==> src/rtl/vdp_bus_pkg.sv <==
`default_nettype none
// ============================================================================
//  Module   : vdp_bus_pkg
//  Brief    : Shared types for the host-to-VDP bus bridge (FSM states,
//             queued write record, VDP address width and address helper).
//  Revision : 1.0  initial release
// ============================================================================
package vdp_bus_pkg;

    localparam int VDP_ADR_W = 16;

    typedef enum logic [2:0] {
        IDLE    = 3'd0,
        WR_REQ  = 3'd1,
        WR_WAIT = 3'd2,
        RD_REQ  = 3'd3,
        RD_WAIT = 3'd4
    } bridge_state_t;

    typedef struct packed {
        logic [1:0] mode;
        logic [7:0] data;
    } bus_req_t;

    // The host port select maps onto the low two address bits only.
    function automatic logic [VDP_ADR_W-1:0] mode_to_adr(input logic [1:0] m);
        return {{(VDP_ADR_W-2){1'b0}}, m};
    endfunction

endpackage
`default_nettype wire

==> src/rtl/strobe_filter.sv <==
`default_nettype none
// ============================================================================
//  Module   : strobe_filter
//  Brief    : Two-flop synchroniser, FILTER_LEN-sample glitch filter and
//             falling-edge pulse for one active-low host strobe.
//  Revision : 1.0  initial release
// ============================================================================
module strobe_filter #(
    parameter int FILTER_LEN = 4
) (
    input  logic clk,
    input  logic reset,
    input  logic strobe_n,
    output logic filt_n,
    output logic fall
);

    localparam int CNT_W = (FILTER_LEN > 1) ? $clog2(FILTER_LEN) : 1;

    logic             r_sync1;
    logic             r_sync2;
    logic             r_filt;
    logic             r_fall;
    logic [CNT_W-1:0] r_cnt;

    // Bring the asynchronous strobe into the clk domain (idle level is high).
    always_ff @(posedge clk or posedge reset) begin
        if (reset) begin
            r_sync1 <= 1'b1;
            r_sync2 <= 1'b1;
        end else begin
            r_sync1 <= strobe_n;
            r_sync2 <= r_sync1;
        end
    end

    // Count consecutive synced samples that disagree with the filtered level;
    // the FILTER_LEN-th one flips the level and, on a fall, fires the pulse.
    always_ff @(posedge clk or posedge reset) begin
        if (reset) begin
            r_filt <= 1'b1;
            r_fall <= 1'b0;
            r_cnt  <= '0;
        end else begin
            r_fall <= 1'b0;
            if (r_sync2 != r_filt) begin
                if (r_cnt == CNT_W'(FILTER_LEN - 1)) begin
                    r_filt <= r_sync2;
                    r_fall <= ~r_sync2;
                    r_cnt  <= '0;
                end else begin
                    r_cnt <= r_cnt + 1'b1;
                end
            end else begin
                r_cnt <= '0;
            end
        end
    end

    assign filt_n = r_filt;
    assign fall   = r_fall;

endmodule
`default_nettype wire

==> src/rtl/cpu_bus_bridge.sv <==
`default_nettype none
// ============================================================================
//  Module   : cpu_bus_bridge
//  Brief    : Host-side front end of the VDP. Filters host strobes, queues
//             writes, and sequences writes/reads onto the VDP core port
//             under a REQ/ACK handshake with a timeout.
//  Revision : 1.0  initial release
// ============================================================================
module cpu_bus_bridge
    import vdp_bus_pkg::*;
#(
    parameter int FILTER_LEN  = 4,
    parameter int FIFO_DEPTH  = 4,
    parameter int ACK_TIMEOUT = 64
) (
    input  logic                 clk,
    input  logic                 reset,
    input  logic                 csw_n,
    input  logic                 csr_n,
    input  logic [1:0]           mode,
    input  logic [7:0]           cd_in,
    output logic [7:0]           cd_out,
    output logic                 cd_oe,
    output logic                 vdp_req,
    output logic                 vdp_wrt,
    output logic [VDP_ADR_W-1:0] vdp_adr,
    output logic [7:0]           vdp_dbo,
    input  logic                 vdp_ack,
    input  logic [7:0]           vdp_dbi,
    output logic                 busy,
    output logic                 fifo_ovf
);

    localparam int PTR_W = $clog2(FIFO_DEPTH);
    localparam int CNT_W = PTR_W + 1;
    localparam int TMR_W = $clog2(ACK_TIMEOUT + 1);

    // ------------------------------------------------------------------------
    // Strobe conditioning
    // ------------------------------------------------------------------------
    logic w_wr_filt_n, w_wr_fall;
    logic w_rd_filt_n, w_rd_fall;

    strobe_filter #(.FILTER_LEN(FILTER_LEN)) u_wr_filt (
        .clk      (clk),
        .reset    (reset),
        .strobe_n (csw_n),
        .filt_n   (w_wr_filt_n),
        .fall     (w_wr_fall)
    );

    strobe_filter #(.FILTER_LEN(FILTER_LEN)) u_rd_filt (
        .clk      (clk),
        .reset    (reset),
        .strobe_n (csr_n),
        .filt_n   (w_rd_filt_n),
        .fall     (w_rd_fall)
    );

    // A strobe edge only counts while the other filtered strobe is idle, so
    // both strobes low together never produce an access.
    logic w_wr_event, w_rd_event;
    assign w_wr_event = w_wr_fall & w_rd_filt_n;
    assign w_rd_event = w_rd_fall & w_wr_filt_n;

    // ------------------------------------------------------------------------
    // Write queue
    // ------------------------------------------------------------------------
    bus_req_t        r_mem [FIFO_DEPTH];
    logic [PTR_W-1:0] r_wr_ptr;
    logic [PTR_W-1:0] r_rd_ptr;
    logic [CNT_W-1:0] r_count;
    logic             r_ovf;

    bridge_state_t r_state;
    bridge_state_t w_state_next;

    logic     w_full, w_empty, w_push, w_pop;
    bus_req_t w_head;

    assign w_full  = (r_count == CNT_W'(FIFO_DEPTH));
    assign w_empty = (r_count == '0);
    assign w_push  = w_wr_event & ~w_full;
    assign w_pop   = (r_state == WR_REQ);
    assign w_head  = r_mem[r_rd_ptr];

    // Queue storage; contents are don't-care while the count says empty.
    always_ff @(posedge clk) begin
        if (w_push) begin
            r_mem[r_wr_ptr] <= bus_req_t'({mode, cd_in});
        end
    end

    // Pointers, occupancy and the sticky overflow flag.
    always_ff @(posedge clk or posedge reset) begin
        if (reset) begin
            r_wr_ptr <= '0;
            r_rd_ptr <= '0;
            r_count  <= '0;
            r_ovf    <= 1'b0;
        end else begin
            if (w_push) r_wr_ptr <= r_wr_ptr + 1'b1;
            if (w_pop)  r_rd_ptr <= r_rd_ptr + 1'b1;
            case ({w_push, w_pop})
                2'b10:   r_count <= r_count + 1'b1;
                2'b01:   r_count <= r_count - 1'b1;
                default: r_count <= r_count;
            endcase
            if (w_wr_event && w_full) r_ovf <= 1'b1;
        end
    end

    // ------------------------------------------------------------------------
    // Pending read
    // ------------------------------------------------------------------------
    logic       r_rd_pend;
    logic [1:0] r_rd_mode;
    logic       w_rd_accept;

    // A read arriving while one is still pending merges into it, except in
    // RD_REQ where the pending one is already being issued.
    assign w_rd_accept = w_rd_event & (~r_rd_pend | (r_state == RD_REQ));

    // Track the single outstanding host read and the port it addressed.
    always_ff @(posedge clk or posedge reset) begin
        if (reset) begin
            r_rd_pend <= 1'b0;
            r_rd_mode <= 2'b00;
        end else if (w_rd_accept) begin
            r_rd_pend <= 1'b1;
            r_rd_mode <= mode;
        end else if (r_state == RD_REQ) begin
            r_rd_pend <= 1'b0;
        end
    end

    // ------------------------------------------------------------------------
    // Access sequencer
    // ------------------------------------------------------------------------
    logic [TMR_W-1:0] r_timer;
    logic             w_tmr_expired;

    assign w_tmr_expired = (r_timer == TMR_W'(ACK_TIMEOUT - 1));

    // State register.
    always_ff @(posedge clk or posedge reset) begin
        if (reset) r_state <= IDLE;
        else       r_state <= w_state_next;
    end

    // Next state: queued writes drain before a pending read to keep host order.
    always_comb begin
        w_state_next = r_state;
        unique case (r_state)
            IDLE: begin
                if (!w_empty)       w_state_next = WR_REQ;
                else if (r_rd_pend) w_state_next = RD_REQ;
            end
            WR_REQ:  w_state_next = WR_WAIT;
            RD_REQ:  w_state_next = RD_WAIT;
            WR_WAIT,
            RD_WAIT: begin
                if (vdp_ack || w_tmr_expired) w_state_next = IDLE;
            end
            default: w_state_next = IDLE;
        endcase
    end

    // Wait timer: zeroed in the request cycle, counts every wait cycle, so a
    // wait state lasts at most ACK_TIMEOUT cycles.
    always_ff @(posedge clk or posedge reset) begin
        if (reset) begin
            r_timer <= '0;
        end else if (r_state == WR_REQ || r_state == RD_REQ) begin
            r_timer <= '0;
        end else if (r_state == WR_WAIT || r_state == RD_WAIT) begin
            r_timer <= r_timer + 1'b1;
        end
    end

    // ------------------------------------------------------------------------
    // VDP port and host read data
    // ------------------------------------------------------------------------
    logic                 r_req, r_wrt, r_cd_oe;
    logic [VDP_ADR_W-1:0] r_adr;
    logic [7:0]           r_dbo, r_cd_out;

    // Request is high exactly while in a REQ state; address/data/direction are
    // loaded on entry and held through the wait.
    always_ff @(posedge clk or posedge reset) begin
        if (reset) begin
            r_req <= 1'b0;
            r_wrt <= 1'b0;
            r_adr <= '0;
            r_dbo <= 8'h00;
        end else begin
            r_req <= (w_state_next == WR_REQ) || (w_state_next == RD_REQ);
            if (r_state == IDLE && w_state_next == WR_REQ) begin
                r_wrt <= 1'b1;
                r_adr <= mode_to_adr(w_head.mode);
                r_dbo <= w_head.data;
            end else if (r_state == IDLE && w_state_next == RD_REQ) begin
                r_wrt <= 1'b0;
                r_adr <= mode_to_adr(r_rd_mode);
            end
        end
    end

    // Host-facing read byte and drive enable.
    always_ff @(posedge clk or posedge reset) begin
        if (reset) begin
            r_cd_out <= 8'h00;
            r_cd_oe  <= 1'b0;
        end else begin
            r_cd_oe <= ~w_rd_filt_n;
            if (r_state == RD_WAIT && vdp_ack) r_cd_out <= vdp_dbi;
        end
    end

    assign vdp_req  = r_req;
    assign vdp_wrt  = r_wrt;
    assign vdp_adr  = r_adr;
    assign vdp_dbo  = r_dbo;
    assign cd_out   = r_cd_out;
    assign cd_oe    = r_cd_oe;
    assign fifo_ovf = r_ovf;
    assign busy     = ~w_empty | r_rd_pend | (r_state != IDLE);

endmodule
`default_nettype wire
==> config.mk <==
export PLATFORM = sky130hd
export DESIGN_NAME = cpu_bus_bridge
export DESIGN_NICKNAME = d
export VERILOG_FILES = /design/src/rtl/vdp_bus_pkg.sv /design/src/rtl/strobe_filter.sv /design/src/rtl/cpu_bus_bridge.sv
export SDC_FILE = /design/constraint.sdc
export NUM_CORES = 1
export LEC_CHECK = 0
export CAP_MARGIN = 20
export CORE_UTILIZATION = 25
export CTS_CLUSTER_DIAMETER = 40
export DETAILED_ROUTE_END_ITERATION = 6
export REMOVE_ABC_BUFFERS = 1
export SLEW_MARGIN = 5
export SYNTH_ARGS = -nofsm -noshare
export SYNTH_HDL_FRONTEND = slang
export SYNTH_SLANG_ARGS = --single-unit
==> constraint.sdc <==
create_clock -name clk -period 1.8 [get_ports clk]
set_input_delay 0.36 -clock clk [delete_from_list [all_inputs] [get_ports clk]]
set_output_delay 0.36 -clock clk [all_outputs]
set_load 0.1 [all_outputs]
; ---- Word-level counts from Yosys, hierarchy flattened
; Memory sizes are Yosys's and may differ from the RTL's.
; Index checks and enable logic that the tools add are counted.
[totals]
out_inout_bits = 37
word_cells = 100
register_bits = 68
ramBits = 40
n_memories = 1
input_bits = 23
[op_classes]
bitwise = 13
muxes = 23
reduce_logical = 18
add_sub_neg = 7
eq_ne = 14
[memory_table]
columns = memory, words, width, read_ports, rd_ports_with_merged_regs, wr, line_no
row1 = r_mem, 4, 10, 1, 0, 1, cpu_bus_bridge.sv:69  ; bus_req_t r_mem [FIFO_DEPTH];
[ops]
columns = operator, count
row1 = $mux W16, 2
row2 = $mux W7, 2
row3 = $pmux W3 S4, 1
row4 = $mux W1, 10
row5 = $eq A3 B2 Y1 const B, 3
row6 = $mux W3, 3
row7 = $add A2 B1 Y2 const B, 4
row8 = $mux W2, 4
row9 = $reduce_bool A2 Y1, 4
row10 = $add A7 B1 Y7 const B, 1
row11 = $eq A7 B6 Y1 const B, 1
row12 = $eq A2 B2 Y1 const B, 3
row13 = $eq A3 B1 Y1 const B, 2
row14 = $eq A3 B3 Y1 const B, 2
row15 = $logic_not A3 Y1, 2
row16 = $not A1 Y1, 6
row17 = $pmux W3 S2, 1
row18 = $and A1 B1 Y1, 4
row19 = $logic_and A1 B1 Y1, 4
row20 = $logic_or A1 B1 Y1, 4
row21 = $reduce_and A2 Y1, 2
row22 = $add A3 B1 Y3 const B, 1
row23 = $or A1 B1 Y1, 3
row24 = $reduce_bool A3 Y1, 1
row25 = 4 further kinds, 5

; ---- Logic depth before layout (Yosys ltp)
[logic_depth]
ltp_word = 8
mapped_depth = 9
mapped_depth_nobuf = 9

; ---- By module
; Synthesis repeated with hierarchy kept, for this count alone.
[hier_totals]
hier_cells = 255
hier_area_um2 = 3911.3
[by_module_without_submodules]
columns = module, area_per_inst_um2, cells_per_inst, seq_area_each_um2, n_inst
row1 = cpu_bus_bridge, 3478.3, 229, 2252.2, 1
row2 = strobe_filter, 216.5, 13, 153.9, 2

; ---- Worst setup path before layout
; Ideal clock, no wire load.
[synth_path]
path_type = register to output
start = register r_count[2]
end = output busy
arrival_ns = 1.709
setup_slack_ns = -0.269
stages_incl_launch_ff = 3
n_path_buf = 0
t_required_ns = 1.440
cell_sequence = dfrtp_1 nor4_1 nand3b_1
[synth_via]
elab_chain_len = 4
[synth_rtl]
columns = element, line_no
row1 = "start, declared", cpu_bus_bridge.sv:72  ; logic [CNT_W-1:0] r_count;
row2 = "start signal, assigned", cpu_bus_bridge.sv:105  ; 2'b10: r_count <= r_count + 1'b1;
row3 = "start signal, assigned", cpu_bus_bridge.sv:106  ; 2'b01: r_count <= r_count - 1'b1;
row4 = "start signal, assigned", cpu_bus_bridge.sv:107  ; default: r_count <= r_count;
row5 = $logic_not A3 Y1, cpu_bus_bridge.sv:82  ; assign w_empty = (r_count == '0);
row6 = $not A1 Y1, cpu_bus_bridge.sv:227  ; assign busy = ~w_empty | r_rd_pend | (r_state != IDLE);
row7 = $or A1 B1 Y1 (2 in a row), cpu_bus_bridge.sv:227
row8 = "end, declared", cpu_bus_bridge.sv:30  ; output logic busy,
; No other way between the ends.

; ---- Final worst setup path
[layout_path]
start = register r_count[0]
end = output busy
; Same word-level chain as after synthesis.

==> results by group <==
Outcome
  • Status: finished with violations
  • Violated checks: setup timing

Detailed routing
  • Via/cell ratio: 4.19
  • Final WL: 7.11 mm
  • DR pass1 iterations: 4
  • Routed via count: 2212
  • Post-DRT Antenna Nets: 0
  • WL/cell: 13.5 um
  • Residual DRC: 0
  • Iter 0 DRT Violations: 78

Die
  • Ports: 60
  • Initial core utilization: 0.256
  • Core Region: 15200 um2
  • Die height: around 130 um
  • Row cnt: 45
  • Die Wd: roughly 130 um
  • Area of the die: between 15000 and 20000 um2

Clock network
  • Root Buffer: clkbuf_16
  • CTS HTree Levels: 3
  • CTS Buf Count: 9
  • Clk slew on worst S/H paths: 0.07 ns
  • Sink Count: 94
  • Clk_lat worst skew: 0.34 ns
  • CTS tree: built
  • CTS max path bufs: 2
  • Post-CTS Hold Fix Bufs: 0

Critical path
  • Crit path max fanout: 4
  • CP max stage delay: slightly below 0.4 ns
  • Slowest cell on the critical path: dfrtp_1
  • Cell Chain, Critical Path: buf_6 > nor4_2 > buf_4 > nand3b_1 > buf_12
  • Setup crit end kind: output pin
  • WP data required: around 1.4 ns
  • WP buf/inv: 3
  • Critical path startpoint category: flip-flop
  • CP Class: reg -> out
  • Critical Path AT: 1.57 ns
  • Largest delay contributor family on the critical path: buffers and inverters

GRT
  • Routing usage on met3: 0.0299
  • Total grt overflow: 0
  • GRT met2 Usage: 0.165
  • Global-route wire length before repair: about 12 mm
  • Busiest grt layer: met2
  • Met1 Use GR: 0.112
  • Largest net degree at the start of global routing: 28
  • Antenna violations before repair: 1
  • Vias in the first global route: 2380
  • Gr usage total: 0.0964

Pwr
  • Switching part of the total: 0.419
  • Seq pwr share: 0.305
  • Combinational share of power: 0.515
  • LEAKAGE: 2.13 nW
  • PwrDens: 1940 nW/um2
  • Int Pwr: 5.98 mW
  • Clock power share: 0.180
  • Maximum vdd drop: 0.000586 V
  • Sw Pwr: 4.31 mW

Place
  • GP Congestion: 0.742
  • Port bufs: 45
  • Placed Area: ~4900 um2
  • HPWL Detailed: 5.06 mm

Synthesis
  • Register bit total from synthesis: 94
  • Netlist Area Pre-Place: 3890 um2
  • Post-synthesis sequential area ratio: 0.657
  • Syn. warnings: 0
  • Gate Count Post-Synth: ~260
  • Count of cell types in the netlist: 43
  • Avg Cell Area, Syn: around 15 um2

STA
  • Fmax: approximately 520 MHz
  • Setup slack after layout: -0.128 ns
  • Pins over their slew limit: 0
  • Relative max-transition margin: 0.621
  • Clock skew: 0.0103 ns
  • Worst slew pin tran: 0.564 ns
  • Post-layout min period: 1.93 ns
  • Worst hold slack: approximately 0.27 ns
  • Setup total negative slack: -0.167 ns
  • Endpoints failing setup: 2
  • Period utilization: 1.07
  • RSZ-0062 raised after global routing: yes
  • Hold Vio Cnt, Final: 0

Layout
  • Commonest cells after routing, fill and taps aside: dfrtp_1 (47), edfxtp_1 (40), buf_4 (26)
  • Layout cell share with drive strength beyond 1: 0.347
  • P&R area growth vs syn: 35.9%
  • Final Net Count: 367
  • Antenna Cells: 0
  • Final Cell Area: 5290 um2
  • Most common cell after layout, fill and taps aside: dfrtp_1

Flow run
  • Maxcap violations: 0

Worst hold path
  • HP Class: in -> async
state kept, by name, summed over array words and instances, names as in the netlist, 2 cells and up:
signal	cells
r_timer	7
vdp_adr	2
cd_out	8
r_rd_ptr	2
vdp_dbo	8
r_count	3
r_wr_ptr	2
r_state	3
r_rd_mode	2
u_wr_filt.r_cnt	2
r_mem	40
u_rd_filt.r_cnt	2
kinds of logic after synthesis:
family	Yosys count	share of synthesized area
AO/OA/AOI/OAI	18	0.0296
adder cells (fa/ha/maj)	9	0.0308
other	1	0.000963
multiplexers	30	0.115
XOR/XNOR	13	0.0292
flip-flops	94	0.657
buffers and inverters	29	0.0469
AND/OR/NAND/NOR	62	0.0897
path summary, 6_finish.rpt:
check / slack [ns] / from / cells past startpoint / to
max: -0.13 / r_count[0] / 5 / busy
max reg2reg: -0.04 / r_count[0] / 10 / r_count[2]
max in group asynchronous: 1.04 / reset / 3 / u_wr_filt.filt_n
min in group clk: 0.36 / u_rd_filt.r_sync1 / 0 / u_rd_filt.r_sync2
min: 0.27 / reset / 2 / u_rd_filt.r_cnt[1]
min reg2reg: 0.36 / u_rd_filt.r_sync1 / 0 / u_rd_filt.r_sync2
stage by stage:
step | power [mW] | setup slack [ns] | utilization | instances
floorplan | 6.39 | -0.269 | - | 249
global placement | 8.24 | 0.0370 | 0.323 | 505
detailed placement | 8.33 | -0.0411 | 0.323 | 505
CTS | 10.3 | -0.131 | 0.345 | 524
global route | 10.8 | -0.198 | 0.348 | 528
finish | 10.3 | -0.128 | 0.348 | 528
worst register-to-register path: cells and delay by family (launching register included):
family	cells	cell delay (ns)
flops	1	0.39
fa+ha+maj	2	0.52
simple gates	2	0.21
buf+inv	3	0.26
xor+xnor	2	0.30
compound gates	1	0.06
power groups by stage:
stage / combinational (mW) / sequential (mW) / clock, mW
after floorplan: 1.47 / 4.92 / 0
after global placement: 5.08 / 3.16 / 0
after detailed placement: 5.15 / 3.19 / 0
after CTS: 5.24 / 3.15 / 1.90
after global routing: 5.59 / 3.22 / 2.00
final: 5.30 / 3.14 / 1.85
layer usage:
metal,share of wire,vias up
li1,-,1046
met2,0.51,46
met3,0.042,11
met1,0.43,1107
met5,0.0015,-
met4,0.014,2
layout make-up:
class / count / area (um2)
Multi-Input combinational cell: 146 / 1230
Clock inverter: 6 / 62.6
Timing Repair Buffer: 75 / 938
Inverter: 9 / 33.8
Clock buffer: 10 / 229
Fill cell: 1445 / 9910
Tap cell: 188 / 235
Sequential cell: 94 / 2560
Yosys cell counts, drive strengths merged:
cell type / count / share of area
a21bo: 2 / 0.0051
a21o: 1 / 0.0019
a21oi: 3 / 0.0039
a31oi: 2 / 0.0032
a41o: 1 / 0.0026
and2: 4 / 0.0064
and3: 3 / 0.0048
and3b: 1 / 0.0022
buf: 19 / 0.037
clkbuf: 1 / 0.00096
conb: 1 / 0.00096
dfrtp: 48 / 0.31
dfstp: 6 / 0.040
edfxtp: 40 / 0.31
fa: 1 / 0.0051
ha: 8 / 0.026
inv: 9 / 0.0087
mux2: 19 / 0.055
mux2i: 1 / 0.0026
mux4: 10 / 0.058
nand2: 14 / 0.013
nand2b: 2 / 0.0032
nand3: 4 / 0.0051
nand3b: 1 / 0.0019
nand4: 1 / 0.0016
nor2: 14 / 0.013
nor2b: 3 / 0.0067
nor3: 4 / 0.0051
nor3b: 3 / 0.0058
nor4: 5 / 0.013
nor4b: 2 / 0.0045
o21ai: 7 / 0.0090
o21bai: 1 / 0.0019
o31ai: 1 / 0.0019
or2: 1 / 0.0016
xnor2: 10 / 0.022
xor2: 3 / 0.0067
what timing repair did:
action / CTS / global route
setup buffers: 3 / 4
pin swaps: 2 / 2
gates resized for setup: 6 / 7
hold endpoints to repair: 0 / 0
endpoints found under the setup margin: 2 / 5
Power figures use the tool's default switching activity.
